[src/rtl/alu_pkg.sv]
// Shared definitions for the iterative ALU.
//   op_e    : 3-bit opcode encoding presented on iter_alu.op
//   state_e : control FSM state encoding
//   CNT_W   : width of the shared MUL/SHIFT iteration counter; sized to hold
//             the largest legal WIDTH (64) so one package serves every build.
package alu_pkg;

  typedef enum logic [2:0] {
    OP_AND = 3'd0,
    OP_OR  = 3'd1,
    OP_ADD = 3'd2,
    OP_MUL = 3'd3,
    OP_SLL = 3'd4,
    OP_SRL = 3'd5,
    OP_SUB = 3'd6,
    OP_SLT = 3'd7
  } op_e;

  typedef enum logic [1:0] {
    S_IDLE  = 2'd0,
    S_MUL   = 2'd1,
    S_SHIFT = 2'd2,
    S_DONE  = 2'd3
  } state_e;

  localparam int CNT_W = 7;

endpackage

[src/rtl/addsub_w.sv]
// Combinational WIDTH-bit adder/subtractor.
//   a, b     : operands
//   sub      : 0 -> a+b, 1 -> a+~b+1
//   sum      : result modulo 2^WIDTH
//   cout     : carry out of the MSB
//   overflow : carry into the MSB xor carry out of the MSB
module addsub_w #(
  parameter int WIDTH = 32
) (
  input  logic [WIDTH-1:0] a,
  input  logic [WIDTH-1:0] b,
  input  logic             sub,
  output logic [WIDTH-1:0] sum,
  output logic             cout,
  output logic             overflow
);

  logic [WIDTH-1:0] b_eff;
  logic [WIDTH-1:0] low;   // low[WIDTH-1] is the carry into the MSB
  logic             c_msb;
  logic             s_msb;

  // The low WIDTH-1 bits are added separately so the carry into the MSB is
  // directly visible for the signed-overflow flag.
  always_comb begin
    b_eff = sub ? ~b : b;
    low   = {1'b0, a[WIDTH-2:0]} + {1'b0, b_eff[WIDTH-2:0]} + {{(WIDTH-1){1'b0}}, sub};
    c_msb = low[WIDTH-1];
    s_msb = a[WIDTH-1] ^ b_eff[WIDTH-1] ^ c_msb;
    cout  = (a[WIDTH-1] & b_eff[WIDTH-1]) | (c_msb & (a[WIDTH-1] ^ b_eff[WIDTH-1]));
    overflow = c_msb ^ cout;
    sum   = {s_msb, low[WIDTH-2:0]};
  end

endmodule

[src/rtl/iter_alu.sv]
// Iterative ALU: single-cycle logic/arithmetic ops, multi-cycle shift-add
// multiply and bit-serial shifts, with a valid/ready handshake on both sides.
//   clk, rst            : clock, synchronous active-high reset
//   in_valid, in_ready  : operation handshake (in_ready high only in IDLE)
//   a, b, op            : operands and opcode (see alu_pkg::op_e)
//   out_valid, out_ready: result handshake (out_valid high only in DONE)
//   out                 : result
//   zero, overflow, cout: status flags belonging to out
//
// Handshake: a transfer happens on a rising edge where valid and ready are both
// 1; the producer holds its data stable while valid=1 and ready=0, and the
// result side holds out/flags unchanged in DONE until out_ready is seen.
module iter_alu
  import alu_pkg::*;
#(
  parameter int WIDTH = 32,
  parameter int SHW   = $clog2(WIDTH)
) (
  input  logic             clk,
  input  logic             rst,
  input  logic             in_valid,
  output logic             in_ready,
  input  logic [WIDTH-1:0] a,
  input  logic [WIDTH-1:0] b,
  input  logic [2:0]       op,
  output logic             out_valid,
  input  logic             out_ready,
  output logic [WIDTH-1:0] out,
  output logic             zero,
  output logic             overflow,
  output logic             cout
);

  state_e           state_q, state_n;
  op_e              op_q, op_n;
  logic [SHW-1:0]   shamt_q, shamt_n;
  logic [CNT_W-1:0] cnt_q, cnt_n, cnt_inc;
  logic [WIDTH-1:0] mcand_q, mcand_n;
  // sr holds the multiplier (and the growing low product) for MUL, or the
  // operand being shifted for SLL/SRL.
  logic [WIDTH-1:0] sr_q, sr_n;
  logic [WIDTH-1:0] hi_q, hi_n;
  logic [WIDTH-1:0] out_q, out_n;
  logic             ov_q, ov_n;
  logic             co_q, co_n;

  // Single-cycle datapath, fed straight from the input ports.
  op_e              op_in;
  logic [WIDTH-1:0] as_sum;
  logic             as_cout, as_ov;
  logic [WIDTH-1:0] alu_res;
  logic             alu_ov, alu_co;

  // One shift-add multiply step.
  logic [WIDTH:0]   hi_add;
  logic [WIDTH-1:0] mul_hi, mul_lo;
  logic [WIDTH-1:0] sh_next;

  assign op_in = op_e'(op);

  addsub_w #(.WIDTH(WIDTH)) u_addsub (
    .a        (a),
    .b        (b),
    .sub      (op_in != OP_ADD),
    .sum      (as_sum),
    .cout     (as_cout),
    .overflow (as_ov)
  );

  always_comb begin
    alu_res = '0;
    alu_ov  = 1'b0;
    alu_co  = 1'b0;
    case (op_in)
      OP_AND: alu_res = a & b;
      OP_OR:  alu_res = a | b;
      OP_ADD, OP_SUB: begin
        alu_res = as_sum;
        alu_ov  = as_ov;
        alu_co  = as_cout;
      end
      OP_SLT: begin
        // Sign of the difference corrected by overflow gives signed a<b.
        alu_res = {{(WIDTH-1){1'b0}}, as_sum[WIDTH-1] ^ as_ov};
        alu_ov  = as_ov;
        alu_co  = as_cout;
      end
      default: alu_res = '0;
    endcase
  end

  always_comb begin
    hi_add  = {1'b0, hi_q} + {1'b0, (sr_q[0] ? mcand_q : {WIDTH{1'b0}})};
    mul_hi  = hi_add[WIDTH:1];
    mul_lo  = {hi_add[0], sr_q[WIDTH-1:1]};
    sh_next = (op_q == OP_SRL) ? (sr_q >> 1) : (sr_q << 1);
    cnt_inc = cnt_q + 1'b1;
  end

  always_comb begin
    state_n = state_q;
    op_n    = op_q;
    shamt_n = shamt_q;
    cnt_n   = cnt_q;
    mcand_n = mcand_q;
    sr_n    = sr_q;
    hi_n    = hi_q;
    out_n   = out_q;
    ov_n    = ov_q;
    co_n    = co_q;
    case (state_q)
      S_IDLE: begin
        if (in_valid) begin
          op_n    = op_in;
          shamt_n = b[SHW-1:0];
          cnt_n   = '0;
          case (op_in)
            OP_MUL: begin
              mcand_n = a;
              sr_n    = b;
              hi_n    = '0;
              state_n = S_MUL;
            end
            OP_SLL, OP_SRL: begin
              sr_n = a;
              if (b[SHW-1:0] == '0) begin
                out_n   = a;
                ov_n    = 1'b0;
                co_n    = 1'b0;
                state_n = S_DONE;
              end else begin
                state_n = S_SHIFT;
              end
            end
            default: begin
              out_n   = alu_res;
              ov_n    = alu_ov;
              co_n    = alu_co;
              state_n = S_DONE;
            end
          endcase
        end
      end
      S_MUL: begin
        hi_n  = mul_hi;
        sr_n  = mul_lo;
        cnt_n = cnt_inc;
        if (cnt_inc == CNT_W'(WIDTH)) begin
          out_n   = mul_lo;
          ov_n    = |mul_hi;
          co_n    = 1'b0;
          state_n = S_DONE;
        end
      end
      S_SHIFT: begin
        sr_n  = sh_next;
        cnt_n = cnt_inc;
        if (cnt_inc == CNT_W'(shamt_q)) begin
          out_n   = sh_next;
          ov_n    = 1'b0;
          co_n    = 1'b0;
          state_n = S_DONE;
        end
      end
      S_DONE: begin
        if (out_ready) state_n = S_IDLE;
      end
      default: state_n = S_IDLE;
    endcase
  end

  always_ff @(posedge clk) begin
    if (rst) begin
      state_q <= S_IDLE;
      op_q    <= OP_AND;
      shamt_q <= '0;
      cnt_q   <= '0;
      mcand_q <= '0;
      sr_q    <= '0;
      hi_q    <= '0;
      out_q   <= '0;
      ov_q    <= 1'b0;
      co_q    <= 1'b0;
    end else begin
      state_q <= state_n;
      op_q    <= op_n;
      shamt_q <= shamt_n;
      cnt_q   <= cnt_n;
      mcand_q <= mcand_n;
      sr_q    <= sr_n;
      hi_q    <= hi_n;
      out_q   <= out_n;
      ov_q    <= ov_n;
      co_q    <= co_n;
    end
  end

  assign in_ready  = (state_q == S_IDLE);
  assign out_valid = (state_q == S_DONE);
  assign out       = out_q;
  assign zero      = (out_q == '0);
  assign overflow  = ov_q;
  assign cout      = co_q;

endmodule

[config.mk]
export PLATFORM = sky130hd
export DESIGN_NAME = iter_alu
export DESIGN_NICKNAME = d
export VERILOG_FILES = /design/src/rtl/alu_pkg.sv /design/src/rtl/addsub_w.sv /design/src/rtl/iter_alu.sv
export SDC_FILE = /design/constraint.sdc
export NUM_CORES = 1
export LEC_CHECK = 0
export ABC_AREA = 1
export BUFFER_PORTS_ARGS = -buffer_cell sky130_fd_sc_hd__buf_2
export CAP_MARGIN = 15
export CELL_PAD_IN_SITES_DETAIL_PLACEMENT = 1
export CELL_PAD_IN_SITES_GLOBAL_PLACEMENT = 2
export CORE_MARGIN = 3
export CORE_UTILIZATION = 30
export DETAILED_ROUTE_END_ITERATION = 6
export HOLD_SLACK_MARGIN = 0.1
export PLACE_DENSITY = 0.78
export SYNTH_ARGS = -nofsm -noshare
export SYNTH_HDL_FRONTEND = slang
export SYNTH_SLANG_ARGS = --single-unit
export TNS_END_PERCENT = 50
[constraint.sdc]
create_clock -name clk -period 3.9 [get_ports clk]
set_clock_uncertainty 0.2 [all_clocks]
set_input_delay 0.975 -clock clk [delete_from_list [all_inputs] [get_ports clk]]
set_output_delay 0.975 -clock clk [all_outputs]
set_load 0.01 [all_outputs]
After elaboration in Yosys (flattened, before gate mapping)
Cells that the tools add are included.
{"block": "classes", "addsub": 4, "multipliers": 0, "n_div": 0, "order_cmp": 0, "eq_ne": 22, "n_shift": 0, "n_mux": 37, "bitwise": 10, "reduce_logical": 19}
{"operator": "32-bit two-way mux", "n": 10}
{"operator": "32-bit one-hot mux with 2 select lines", "n": 3}
{"operator": "32-bit one-hot mux with 3 select lines", "n": 2}
{"operator": "32-bit one-hot mux with 4 select lines", "n": 1}
{"operator": "32-bit by 32-bit adder with 33-bit output", "n": 1}
{"operator": "31-bit by 31-bit adder with 32-bit output", "n": 1}
{"operator": "32-bit by 1-bit adder with 32-bit output", "n": 1}
{"operator": "32-bit bitwise AND", "n": 1}
{"operator": "32-bit zero test", "n": 1}
{"operator": "32-bit NOT", "n": 1}
{"operator": "32-bit OR", "n": 1}
{"operator": "32-bit OR reduction", "n": 1}
{"operator": "3-bit == test, second input constant", "n": 5}
{"operator": "7-bit one-hot mux with 2 select lines", "n": 1}
{"operator": "1-bit two-way mux", "n": 9}
{"operator": "3-bit AND reduction", "n": 3}
{"operator": "2-bit two-way mux", "n": 4}
{"operator": "2-bit inequality test, second input constant", "n": 4}
{"operator": "2-bit one-hot mux with 4 select lines", "n": 1}
{"operator": "7-bit by 1-bit adder with 7-bit output, second input constant", "n": 1}
{"operator": "7-bit by 5-bit == test with 1-bit output", "n": 1}
{"operator": "7-bit by 6-bit == test with 1-bit output, second input constant", "n": 1}
{"operator": "7-bit two-way mux", "n": 1}
{"operator": "3-bit by 2-bit == test with 1-bit output, second input constant", "n": 2}
{"operator": "23 further kinds", "n": 35}
{"block": "word_totals", "ff_bits": 147, "latchBits": 0, "ram_bits": 0, "rom_bits": 0, "out_inout_bits": 37, "word_cells": 102, "memories": 0}

Depth between registers and ports, before layout
{"block": "logic_depth", "word_depth": 12, "mapped_depth": 24, "ltp_nobuf": 22}

Cells and area by module
Synthesis repeated with hierarchy kept, for this count alone.
{"block": "unflattened", "cells_unflattened": 2104, "hier_area_um2": 12548.3}
{"mod": "iter_alu", "n_inst": 1, "cells_per_inst": 1636, "area_each_um2": 10073.4, "seq_area_each_um2": 2942.8}
{"mod": "addsub_w", "n_inst": 1, "cells_per_inst": 468, "area_each_um2": 2474.9, "seq_area_each_um2": 0.0}

Worst setup path before layout
Ideal clock, no wire load.
{"block": "synth_path", "kind": "input to register", "start": "in op[1]", "end": "reg out_q[31], in the netlist out[31]", "arrival_time_ns": 3.766, "path_slack_ns": -0.184, "stages": 20, "path_buffers": 2, "cell_sequence": "buf_4 inv_2 nor2_8 nand2_4 buf_2 xor2_1 inv_1 ha_1 nand2_1 nor2_1 inv_1 nor2_1 and3_1 nand2_1 nand2_2 inv_1 fa_1 o211ai_1 a21oi_1 a21oi_1"}
{"block": "synth_between", "elab_chain_len": 9, "word_cells_on_any_way": 23, "cone_classes": "2 x add/sub; 10 x eq/ne; 5 x mux; 2 x bitwise; 4 x reduce/logical"}
{"element": "start: declaration", "line_no": "iter_alu.sv:25", "rtl": "input logic [2:0] op,"}
{"element": "3-bit by 2-bit inequality test with 1-bit output", "line_no": "iter_alu.sv:64", "rtl": ".sub (op_in != OP_ADD),"}
{"element": "32-bit two-way mux", "line_no": "addsub_w.sv:26", "rtl": "b_eff = sub ? ~b : b;"}
{"element": "31-bit by 31-bit adder with 32-bit output", "line_no": "addsub_w.sv:27", "rtl": "low = {1'b0, a[WIDTH-2:0]} + {1'b0, b_eff[WIDTH-2:0]} + {{(WIDTH-1){1'b0}}, sub};"}
{"element": "32-bit by 1-bit adder with 32-bit output", "line_no": "addsub_w.sv:27"}
{"element": "1-bit bitwise XOR", "line_no": "addsub_w.sv:29", "rtl": "s_msb = a[WIDTH-1] ^ b_eff[WIDTH-1] ^ c_msb;"}
{"element": "32-bit one-hot mux with 4 select lines", "line_no": "iter_alu.sv:74", "rtl": "case (op_in)"}
{"element": "32-bit one-hot mux with 2 select lines", "line_no": "iter_alu.sv:117", "rtl": "case (op_in)"}
{"element": "32-bit two-way mux", "line_no": "iter_alu.sv:113", "rtl": "if (in_valid) begin"}
{"element": "32-bit one-hot mux with 3 select lines", "line_no": "iter_alu.sv:111", "rtl": "case (state_q)"}
{"element": "end signal: assignment", "line_no": "iter_alu.sv:192", "rtl": "out_q <= out_n;"}
{"element": "end: declaration", "line_no": "iter_alu.sv:43", "rtl": "logic [WIDTH-1:0] out_q, out_n;"}
Parallel ways exist; a longest one is shown, timed or not. The select of a mux whose other input is x is not followed.
A chain may end at the register's enable or synchronous reset.

Final worst setup path
{"block": "layout_path", "start": "in op[1]", "end": "reg out_q[14], in the netlist out[14]"}
{"block": "layout_between", "elab_chain_len": 8, "word_cells_on_any_way": 21, "cone_classes": "2 x add/sub; 10 x eq/ne; 5 x mux; 4 x reduce/logical"}
{"element": "3-bit by 2-bit inequality test with 1-bit output", "line_no": "iter_alu.sv:64"}
{"element": "32-bit two-way mux", "line_no": "addsub_w.sv:26"}
{"element": "31-bit by 31-bit adder with 32-bit output", "line_no": "addsub_w.sv:27"}
{"element": "32-bit by 1-bit adder with 32-bit output", "line_no": "addsub_w.sv:27"}
{"element": "32-bit one-hot mux with 4 select lines", "line_no": "iter_alu.sv:74"}
{"element": "32-bit one-hot mux with 2 select lines", "line_no": "iter_alu.sv:117"}
{"element": "32-bit two-way mux", "line_no": "iter_alu.sv:113"}
{"element": "32-bit one-hot mux with 3 select lines", "line_no": "iter_alu.sv:111"}
Parallel ways exist; a longest one is shown, timed or not. The select of a mux whose other input is x is not followed.

==> run_results.csv <==
group,metric,value,unit
yosys,synth_xor_xnor_area_share,0.03106,
flow_run,drv_cap,0,
sta,worstMarginPinSlew,0.8918,ns
clock_tree,cts-buffers-inserted,17,
sta,drv_slew,0,
min_path,holdPathStages,2,
worst_setup_path,worstPathCellList,"buf_2 -> inv_4 -> nor2_8 -> nand2_8 -> buf_4 -> xor2_1 -> inv_1 -> ha_1 -> buf_4 -> a21oi_1 -> o21ai_0 -> a21oi_1 -> o21ai_1 -> buf_4 -> or2_2 -> nand3_1 -> nand3_1 -> o21ai_1 -> a21oi_1",
global_route,track_usage,0.2517,
routing,num_vias,14660,
global_route,antenna_found_initial,0,
floorplan,io_pins,108,
sta,setup_viol,0,
sta,fmax,264.8,MHz
placed_design,port_buffers,107,
sta,hold_violations,0,
worst_setup_path,critical_path.startpoint,"op[1]",
floorplan,rows,74,
final_layout,final_cell_mix,"nand2_1, inv_1, a21oi_1",
final_layout,fillerInstances,5468,
yosys,synth_cells,2096,
global_route,grt-ovfl-total,0,
yosys,yosys_warnings,0,
yosys,synth_compound_area_frac,0.2265,
yosys,synth.cell_area,12650,sq um
yosys,synth-async-reset-ratio,0,
worst_setup_path,r2r_start,"sr_q[0]",
final_layout,final_nets,2451,
yosys,ys.flop_type,"dfxtp_1",
clock_tree,clock_latency,0.46,ns
worst_setup_path,crit_family,"compound AO/OA/AOI/OAI gates",
final_layout,final_common_cell,"nand2_1",
clock_tree,cts_setup_buffers,0,
min_path,min_path_type,"flop to flop",
floorplan,dieArea,44660,sq um
routing,viasPerCell,5.145,
routing,firstDrtPassIters,5,
yosys,synthMuxAreaShare,0,
worst_setup_path,required,4.04,ns
yosys,synth-seq-cells,147,
worst_setup_path,endpoint_kind,"flop",
routing,routed_wl,56040,um
worst_setup_path,cpPeakStageDelay,0.29,ns
placed_design,gp_congestion,0.9146,
clock_tree,clockRootBuffer,"clkbuf_16",
sta,min_period,3.776,ns
worst_setup_path,worst-setup-path-type,"input pin to flop",
sta,relSlewSlack,0.4040,
pwr,power_leakage,7.708,nW
floorplan,core,41200,sq um
sta,finalCritPeriodShare,0.9682,
yosys,synth.avg_cell_area,6.035,sq um
sta,hold_ws,0.2714,ns
clock_tree,clock_sinks,147,
pwr,ir_drop,0.3588,mV
pwr,power.density,548.4,nW/um^2
worst_setup_path,crit_end,"out[14]",
final_layout,area_growth,22.07,%
routing,drt_drc_violations_left,0,
outcome,status,"complete, no violations",
final_layout,drive_gt1_frac,0.1558,
global_route,grt_pass1_vias,15200,
floorplan,die_w,211.3,um
worst_setup_path,cp_max_fo,12,
worst_setup_path,r2r_end,"overflow",
yosys,synthSimpleGateAreaFrac,0.3087,
worst_setup_path,critPathBufInv,6,
routing,detail-route-antenna-nets,0,
worst_setup_path,cp.depth,19,
final_layout,antenna_cells,0,
global_route,grt_pass1_wl,87110,um
clock_tree,cts_buffer_depth,2,
worst_setup_path,arrival,3.92,ns
clock_tree,cts_tree,"yes",
sta,rsz0062_at_grt,"true",
floorplan,dieHeight,211.3,um
final_layout,fin_util,0.3747,
yosys,synth_top_family_by_area,"simple AND/OR/NAND/NOR gates",
floorplan,start_util,0.3070,
clock_tree,cts.reportedPaths.clkPinSlew,0.07,ns
clock_tree,cts.htree.levels,4,
yosys,ys_seq_area_frac,0.2327,
worst_setup_path,reg2reg_setup_slack,0.54,ns
worst_setup_path,reg2regPathDepth,21,
worst_setup_path,slowest_stage,"ha_1",
routing,avgRoutedWirePerCell,19.67,um
placed_design,dp_hpwl,45510,um
global_route,grt_max_degree,104,
yosys,syn-num-nets,2242,
yosys,synth_cell_type_count,66,
routing,drtIter0Drc,787,
yosys,synthAdderAreaFrac,0.07736,
worst_setup_path,startpoint_type,"input pin",
yosys,synth-edff-count,0,
## metal layers
| layer | GRT usage | up-vias | routed length, um |
|---|---|---|---|
| met5 | 0 | - | 0 |
| met4 | 0.07460 | 0 | 1536 |
| met3 | 0.03186 | 73 | 1664 |
| met2 | 0.4352 | 230 | 26620 |
| met1 | 0.3293 | 7097 | 26220 |
| li1 | - | 7257 | - |
## cell usage after synthesis (3+ instances only)
master | instances | share of area
a211oi_1 | 3 | 0.0018
a21o_1 | 4 | 0.0024
a21oi_1 | 198 | 0.078
a21oi_2 | 3 | 0.0021
a221oi_1 | 11 | 0.0076
a31oi_1 | 20 | 0.0099
and2_1 | 3 | 0.0015
buf_1 | 5 | 0.0015
buf_2 | 7 | 0.0028
buf_4 | 5 | 0.0030
buf_6 | 5 | 0.0045
clkbuf_1 | 50 | 0.015
clkinv_1 | 5 | 0.0015
dfxtp_1 | 147 | 0.23
fa_1 | 4 | 0.0063
ha_1 | 71 | 0.070
inv_1 | 311 | 0.092
inv_2 | 5 | 0.0015
nand2_1 | 550 | 0.16
nand3_1 | 113 | 0.045
nand3b_1 | 6 | 0.0036
nand4_1 | 15 | 0.0074
nor2_1 | 184 | 0.055
nor2_4 | 6 | 0.0053
nor3_1 | 22 | 0.0087
nor4_1 | 8 | 0.0040
o211ai_1 | 8 | 0.0047
o21a_1 | 7 | 0.0042
o21ai_0 | 182 | 0.072
o21ai_1 | 11 | 0.0044
o21ai_2 | 3 | 0.0021
o21bai_1 | 4 | 0.0024
o221a_2 | 13 | 0.012
o221ai_1 | 9 | 0.0062
o22ai_1 | 4 | 0.0020
o31ai_1 | 6 | 0.0036
or2_0 | 3 | 0.0015
or2_2 | 6 | 0.0030
xnor2_1 | 5 | 0.0035
xor2_1 | 38 | 0.026
## power breakdown
group | total (mW) | switching, mW | internal, mW
registers | 2.24 | 0.333 | 1.91
clock network | 1.79 | 0.760 | 1.03
logic | 4.43 | 2.95 | 1.48
## worst reg2reg max path, delay by kind of cell (launching register included)
family | cells | cell delay (ns)
DFF | 1 | 0.40
AOI/OAI and AO/OA | 1 | 0.06
adders and majority gates | 2 | 0.58
buffers and inverters | 3 | 0.24
and+or+nand+nor | 15 | 1.76
## metrics by stage
stage / instances / total power [mW] / worst slack, ns / instance area (sq um) / TNS, ns
after floorplan: 2096 / 4.861 / 0.03535 / 12690 / 0
after global placement: 2818 / 6.591 / -0.2773 / 14800 / -1.853
after detailed placement: 2818 / 6.669 / -0.3544 / 14800 / -3.480
after CTS: 2849 / 8.494 / 0.1022 / 15410 / 0
after global routing: 2849 / 9.038 / -0.02130 / 15440 / -0.02130
final: 2849 / 8.468 / 0.1241 / 15440 / 0
## cells by family after synthesis
logic type	count (synthesis)
AOI/OAI and AO/OA	502
xor gates and xnor gates	44
and+or+nand+nor	930
buffers and inverters	397
DFF	147
adders and majority gates	76
## timing repair
item | 4_1_cts | 5_1_grt
setup endpoints to repair | 0 | 8
hold endpoints to repair | 0 | 0
resized for setup | 0 | 9
hold buffers | 0 | 0
## state kept, by name, indices dropped and copies added, names as in the netlist
signal / flops
op_q: 3
state_q: 2
cout: 1
mcand_q: 32
sr_q: 32
overflow: 1
out: 32
cnt_q: 7
shamt_q: 5
hi_q: 32
## worst min path at each step
stage                       start       to  slack, ns
after floorplan           op_q[2]  op_q[2]       0.23
after global placement    op_q[2]  op_q[2]       0.25
after detailed placement  op_q[2]  op_q[2]       0.26
after CTS                 op_q[2]  op_q[2]       0.27
after global routing      hi_q[6]  hi_q[6]       0.29
final                     op_q[2]  op_q[2]       0.27
## area by class of cell
cell class / instances / area (sq um) / share of cell area
multi-input combinational: 1552 / 8209 / 0.5317
sequential: 147 / 2943 / 0.1906
timing repair buffer: 264 / 1789 / 0.1159
inverter: 323 / 1221 / 0.07909
tap: 532 / 665.6 / 0.04311
clock buffer: 18 / 439.2 / 0.02844
clock inverter: 13 / 172.7 / 0.01118
No activity file was read; power rests on OpenSTA's default activity.
